==> config.mk <==
export PLATFORM = sky130hd
export DESIGN_NAME = mda_motor_control_bridge_drive
export DESIGN_NICKNAME = d
export VERILOG_FILES = /design/src/rtl/mda_motor_control_bridge_drive.sv
export SDC_FILE = /design/constraint.sdc
export NUM_CORES = 1
export LEC_CHECK = 0
export BUFFER_PORTS_ARGS = -buffer_cell sky130_fd_sc_hd__buf_2
export CORE_MARGIN = 1.5
export CORE_UTILIZATION = 40
export DETAILED_ROUTE_END_ITERATION = 7
export GPL_ROUTABILITY_DRIVEN = 1
export HOLD_SLACK_MARGIN = 0.06
export PLACE_DENSITY_LB_ADDON = 0.3
export SLEW_MARGIN = 20
export SYNTH_ARGS = -nofsm -noshare
export SYNTH_HDL_FRONTEND = slang
export SYNTH_SLANG_ARGS = --single-unit
==> constraint.sdc <==
create_clock -name clk -period 3.55 [get_ports clk]
set_clock_uncertainty 0.1 [all_clocks]
set_input_delay 0.5325 -clock clk [delete_from_list [all_inputs] [get_ports clk]]
set_output_delay 0.5325 -clock clk [all_outputs]
set_load 0.02 [all_outputs]
==> src/rtl/mda_motor_control_bridge_drive.sv <==
// H-bridge gate driver for one motor channel.
// Turns the PWM generator's (on_reg, dir_reg) request into the four bridge
// gate enables {hi_a, lo_a, hi_b, lo_b}. Dead time is inserted only where a
// leg would otherwise switch one transistor on while its partner is still
// on. Changes that cannot cause shoot-through, such as entering or leaving
// drift, pass through with no added delay.
module mda_motor_control_bridge_drive #(
  parameter int DEAD_CYCLES = 16,
  parameter int CNT_WIDTH   = 8
) (
  input  logic       clk,
  input  logic       reset,
  input  logic       dir_reg,
  input  logic       on_reg,
  output logic [3:0] gates,
  output logic       dead_active,
  output logic       overrun
);

  typedef enum logic {
    HOLD = 1'b0,
    DEAD = 1'b1
  } state_t;

  // Gate vector bit positions.
  localparam int HI_A = 3;
  localparam int LO_A = 2;
  localparam int HI_B = 1;
  localparam int LO_B = 0;

  // Reload value for the dead counter. The count runs down to zero, so the
  // interval spans exactly DEAD_CYCLES clocks.
  localparam logic [CNT_WIDTH-1:0] CNT_LOAD = CNT_WIDTH'(DEAD_CYCLES - 1);

  // Convert a request {on, dir} into a target gate vector.
  function automatic logic [3:0] decode_req(input logic [1:0] req);
    logic [3:0] g;
    case (req)
      2'b00:   g = 4'b0000;  // drift: every gate off
      2'b01:   g = 4'b0101;  // brake: both low sides on
      2'b11:   g = 4'b1001;  // forward: hi_a and lo_b
      default: g = 4'b0110;  // reverse: lo_a and hi_b
    endcase
    return g;
  endfunction

  // Return 1 when moving from cur to nxt would switch on a gate whose partner
  // in the same leg is currently on.
  function automatic logic leg_conflict(input logic [3:0] cur,
                                        input logic [3:0] nxt);
    logic leg_a;
    logic leg_b;
    leg_a = (nxt[HI_A] & cur[LO_A]) | (nxt[LO_A] & cur[HI_A]);
    leg_b = (nxt[HI_B] & cur[LO_B]) | (nxt[LO_B] & cur[HI_B]);
    return leg_a | leg_b;
  endfunction

  logic [1:0]           req_q;
  state_t               state_q,   state_d;
  logic [3:0]           gates_q,   gates_d;
  logic [3:0]           applied_q, applied_d;
  logic [3:0]           target_q,  target_d;
  logic [CNT_WIDTH-1:0] cnt_q,     cnt_d;
  logic                 overrun_q, overrun_d;
  logic [3:0]           req_tgt;

  // Gate vector requested by the registered input.
  assign req_tgt = decode_req(req_q);

  // Register the request and all bridge state. Reset forces drift and
  // discards any dead interval that is in progress.
  always_ff @(posedge clk) begin
    if (reset) begin
      req_q     <= 2'b00;
      state_q   <= HOLD;
      gates_q   <= 4'b0000;
      applied_q <= 4'b0000;
      target_q  <= 4'b0000;
      cnt_q     <= '0;
      overrun_q <= 1'b0;
    end else begin
      req_q     <= {on_reg, dir_reg};
      state_q   <= state_d;
      gates_q   <= gates_d;
      applied_q <= applied_d;
      target_q  <= target_d;
      cnt_q     <= cnt_d;
      overrun_q <= overrun_d;
    end
  end

  // Next-state logic. During dead time the gate vector may only lose bits,
  // so a request that changes mid-interval can never switch a gate on early.
  always_comb begin
    state_d   = state_q;
    gates_d   = gates_q;
    applied_d = applied_q;
    target_d  = target_q;
    cnt_d     = cnt_q;
    overrun_d = overrun_q;

    case (state_q)
      HOLD: begin
        if (req_tgt != applied_q) begin
          target_d = req_tgt;
          if (leg_conflict(applied_q, req_tgt)) begin
            // Keep only the gates common to both vectors and start dead time.
            gates_d = applied_q & req_tgt;
            cnt_d   = CNT_LOAD;
            state_d = DEAD;
          end else begin
            gates_d   = req_tgt;
            applied_d = req_tgt;
          end
        end
      end

      DEAD: begin
        if (req_tgt != target_q) begin
          // Retarget: drop any gate the new vector does not share, then
          // restart the full interval.
          target_d  = req_tgt;
          gates_d   = gates_q & req_tgt;
          cnt_d     = CNT_LOAD;
          overrun_d = 1'b1;
        end else if (cnt_q == '0) begin
          gates_d   = target_q;
          applied_d = target_q;
          state_d   = HOLD;
        end else begin
          cnt_d = cnt_q - CNT_WIDTH'(1);
        end
      end
    endcase
  end

  assign gates       = gates_q;
  assign dead_active = (state_q == DEAD);
  assign overrun     = overrun_q;

endmodule

==> flow_summary.yaml, run 1 <==
outcome:
  outcome: "finished, final reports clean"
detailed_routing:
  drt-initial-drc-count: 95
  via_count: 1394
  drtAntennaViolNets: 0
  dr.pass1.iters: 4
  routedWlPerCell_um: 14.3
  drt-total-wl_mm: 3.42
  drc: 0
  avgViaCountPerCell: 5.83
timing:
  slew_headroom_pct: 60.3
  slew_violations: 0
  fin_ws_ns: 0.710
  worst_pin_slew_ns: 0.595
  fin_crit_ns: 2.84
  hold_viol_final: 0
  timing.fmax_ghz: 0.352
  setup_viol: 0
  rsz0062_at_grt: "false"
  setup-tns-final_ns: 0
  period_share_pct: 80.0
placed_design:
  place_congestion: 0.906
  io_buffers: 9
  dp_hpwl_mm: 2.51
  dpl.cell_count: 235
  post-place-ws_ns: 0.738
synth:
  yosysUniqueCellTypes: 55
  syn-cell-area_mm2: 0.00157
  ys.flop_type: "dfxtp_1"
  yosys_warnings: 0
  ys_ff_latch: 24
  syn_nets: 198
  synth_area_per_cell_um2: 8.47
  synthArstFlopShare_pct: 0
  synth_cells: 185
  synth_seq_area_share_pct: 30.6
  synth_edf_count: 0
power:
  ir_drop_v: 0.000155
  total_power_uw: 746
  cellLeakagePower_uw: 0.000650
  power.density_mw_per_mm2: 440
clock_tree:
  cts_max_path_buffers: 2
  hold_buffers: 0
  clockRootBuffer: "clkbuf_8"
  path_clk_slew_ns: 0.09
  cts_tree: "yes"
  htree_levels: 1
  cts_setup_buffers: 0
  cts_resized: 0
  clk_latency_ns: 0.27
  cts_buffers: 3
  clock_sinks: 24
job:
  drv_cap: 0
critical_path:
  slowest_stage: "or3_1"
  critical_path.max_fanout: 10
  crit_path_start_kind: "flip-flop"
  crit_arrival_ns: 2.92
  required_ns: 3.63
  path_cells: "ha_1 -> nor2_2 -> inv_2 -> ha_1 -> or3_1 -> or3_1 -> o31ai_4 -> a211oi_1 -> o31ai_1"
  cpPeakStageDelay_ns: 0.46
  path_class: "reg2reg"
  cp.buffers_inverters: 1
  cp_top_family: "simple AND/OR/NAND/NOR gates"
  worstSetupEndpointType: "flip-flop"
floorplanning:
  io_pins: 10
  die_y_um: 65.6
  die_x_um: 65.6
  die-area_mm2: 0.00430
  fp-row-count: 22
  start_util_pct: 42.2
  core_area_mm2: 0.00372
finish:
  synthToLayoutAreaGrowth_pct: 8.30
  antennaDiodeCount: 0
  drive_above_1_share_pct: 16.2
  final_common_cell: "dfxtp_1"
  final_nets: 205
  final_cells: 239
  final_core_util_pct: 45.7
  final_cell_mix: "24 x dfxtp_1, 20 x a21oi_1, 13 x nor2_1"
grt:
  grt_overflow: 0
  grt_pass1_vias: 1305
  grt_pass1_wl_mm: 6.03
  antenna_found_initial: 0
  grt_max_degree: 31
  track_usage_pct: 18.0
worst_hold_path:
  hold_path_class: "reg2reg"
## registers in the layout, indices dropped and copies added, names as in the netlist
signal       cells
target_q         4
gates            4
cnt_q            8
applied_q        4
req_q            2
dead_active      1
overrun          1
## routing by layer
layer	wire, um	global-route usage [%]	up-vias
met5	0	0	-
met4	55	6.51	0
met3	223	3.08	6
met2	1430	26.1	44
met1	1710	26.4	637
li1	-	-	707
## path summary, 6_finish.rpt
| kind | start | end | slack, ns | cells after the start |
|---|---|---|---|---|
| setup reg to reg | req_q[1] | gates[2] | 0.71 | 9 |
| hold / removal | gates[1] | gates[1] | 0.37 | 2 |
| hold reg to reg | gates[1] | gates[1] | 0.37 | 2 |
| setup / recovery | req_q[1] | gates[2] | 0.71 | 9 |
## kinds of logic (layout without fill, tap and decap cells)
family                   count (synthesis)  count (layout)  share of synthesized area, %
AO/OA/AOI/OAI                           65              65                          30.0
XOR/XNOR                                 4               4                          2.24
adder cells (fa/ha/maj)                  9               9                          7.18
buffers and inverters                   17              23                          4.55
flip-flops                              24              24                          30.6
multiplexers                             1               1                         0.718
AND/OR/NAND/NOR                         65              65                          24.7
## Yosys cell counts (all sizes together) (6+ instances only)
library cell	n	area (um^2)
a21oi	20	100
nor3	7	46.3
nand2	8	30.0
nor2	16	86.3
or3	6	42.5
clkbuf	6	22.5
ha	9	113
dfxtp	24	480
o21ai	10	50.0
a211oi	6	50.1
nor2b	7	43.8
inv	9	33.8
nand3	8	40.0
## worst min-delay path: cells and delay by family (launching register included)
family | cells | cell delay, ns
compound gates | 1 | 0.05
buf+inv | 1 | 0.05
flops | 1 | 0.32
## report_power, final
part / leakage, uW / internal [uW] / switching [uW]
Clock: 0.0000288 / 99.0 / 87.9
Combinational: 0.000426 / 96.0 / 148
Sequential: 0.000196 / 290 / 25.2
## area by class of cell
cell class              count  area (um^2)
clock buffers               4         55.1
fillers                   375         2020
inverters                   9         33.8
multi-input cells         144         1020
flip-flops and latches     24          480
well taps                  48         60.1
repair buffers             10         52.6
## stage by stage
| step | hold slack [ns] | area, um^2 |
|---|---|---|
| after floorplan | 0.376 | 1570 |
| after global placement | 0.353 | 1640 |
| after detailed placement | 0.352 | 1640 |
| after CTS | 0.367 | 1700 |
| after global routing | 0.361 | 1700 |
| final | 0.367 | 1700 |
Power figures use the tool's default switching activity.
==> run 2: changes to the inputs <==
Clock period 3.55 ns to 2.9 ns, I/O delays scaled along.
==> run 2 against run 1 <==
Via count rose by 1.3%. Cell area grew 1.8%. Clock-buffer cell count did not move. Global-route usage up 0.23 points. Die area did not move. Register-to-register slack worse by 0.51 ns. Combinational power increased by 28%. Setup slack got worse by 0.51 ns. Largest cell class unchanged. Highest routed layer unchanged.
==> flow_summary.yaml, run 2 (synthesis gave the netlist of run 1 again) <==
finish:
  final_nets: 209
  final_cell_mix: "24 x dfxtp_1, 20 x a21oi_1, 13 x nor2_1"
  final_common_cell: "dfxtp_1"
  antennaDiodeCount: 0
  synthToLayoutAreaGrowth_pct: 10.2
  drive_above_1_share_pct: 17.9
  top_register: "cnt_q"
  final_cells: 243
  largest_reg_flops: 8
grt:
  grt_pass1_vias: 1257
  antenna_found_initial: 0
  grt_overflow: 0
  grt_max_degree: 31
  grt_pass1_wl_mm: 6.04
  track_usage_pct: 18.2
detailed_routing:
  drt-total-wl_mm: 3.63
  routedWlPerCell_um: 14.9
  drc: 0
  drt-initial-drc-count: 97
  via_count: 1412
  avgViaCountPerCell: 5.81
  dr.pass1.iters: 4
  drtAntennaViolNets: 0
critical_path:
  critical_path.max_fanout: 4
  crit_arrival_ns: 2.78
  required_ns: 2.98
  path_class: "reg2reg"
  crit_path_start_kind: "flip-flop"
  worstSetupEndpointType: "flip-flop"
floorplanning:
  die_x_um: 65.6
  fp-row-count: 22
  io_pins: 10
  core_area_mm2: 0.00372
  die_y_um: 65.6
  start_util_pct: 42.2
  die-area_mm2: 0.00430
clock_tree:
  htree_levels: 1
  clock_sinks: 24
  path_clk_slew_ns: 0.09
  cts_tree: "yes"
  hold_buffers: 0
  cts_max_path_buffers: 2
  cts_resized: 0
  clockRootBuffer: "clkbuf_8"
  cts_buffers: 3
  cts_setup_buffers: 0
  clk_latency_ns: 0.27
timing:
  period_share_pct: 93.1
  hold_viol_final: 0
  fin_ws_ns: 0.200
  slew_headroom_pct: 62.7
  setup-tns-final_ns: 0
  slew_violations: 0
  setup_viol: 0
  rsz0062_at_grt: "false"
  fin_crit_ns: 2.70
  worst_pin_slew_ns: 0.559
  timing.fmax_ghz: 0.370
job:
  drv_cap: 0
placed_design:
  dp_hpwl_mm: 2.61
  dpl.cell_count: 239
  io_buffers: 9
  post-place-ws_ns: 0.234
  place_congestion: 0.871
power:
  ir_drop_v: 0.000253
  power.density_mw_per_mm2: 539
  cellLeakagePower_uw: 0.000671
worst_hold_path:
  hold_path_class: "in2reg"
outcome:
  outcome: "finished, final reports clean"
-- run 2: cell types whose count changed in the layout (fill, tap and decap cells not counted), sizes merged --
cell / before / now
buf: 10 / 14
-- run 2: final cells by class --
| cell class | instances | area (um^2) |
|---|---|---|
| Timing Repair Buffer | 14 | 82.6 |
| Tap cell | 48 | 60.1 |
| Multi-Input combinational cell | 144 | 1020 |
| Sequential cell | 24 | 480 |
| Inverter | 9 | 33.8 |
| Clock buffer | 4 | 55.1 |
| Fill cell | 379 | 1990 |
-- run 2: stage by stage --
step	cell area (um^2)	utilization, %	power (uW)	hold slack (ns)
floorplan	1570	-	625	0.376
global placement	1670	45.0	701	0.357
detailed placement	1670	45.0	701	0.354
CTS	1730	46.5	936	0.265
global route	1730	46.5	993	0.278
finish	1730	46.5	931	0.270
-- run 2: power by group --
| part | leakage, uW | internal (uW) | switching (uW) |
|---|---|---|---|
| clock | 0.0000288 | 121 | 112 |
| combinational | 0.000446 | 125 | 188 |
| sequential | 0.000196 | 355 | 29.1 |
-- run 2: critical path: stages (launching register included) --
cell       delay [ns]
dfxtp_1          0.39
inv_1            0.06
ha_1             0.22
nor2_2           0.19
inv_2            0.09
ha_1             0.27
or3_1            0.43
nor3_1           0.30
buf_4            0.19
a31oi_1          0.07
a2bb2oi_1        0.17
o32ai_1          0.13
-- run 2: path summary, 6_finish.rpt --
check / end / slack, ns / start / cells past startpoint
worst max-delay path: gates[1] / 0.20 / req_q[1] / 11
worst min-delay path: req_q[1] / 0.27 / on_reg / 2
worst max register to register: gates[1] / 0.20 / req_q[1] / 11
worst min register to register: gates[1] / 0.37 / gates[1] / 2
-- run 2: layer usage --
metal | global-route usage, % | wire length, um
met5 | 0 | 0
met4 | 5.73 | 43
met3 | 3.25 | 233
met2 | 27.0 | 1520
met1 | 26.5 | 1830
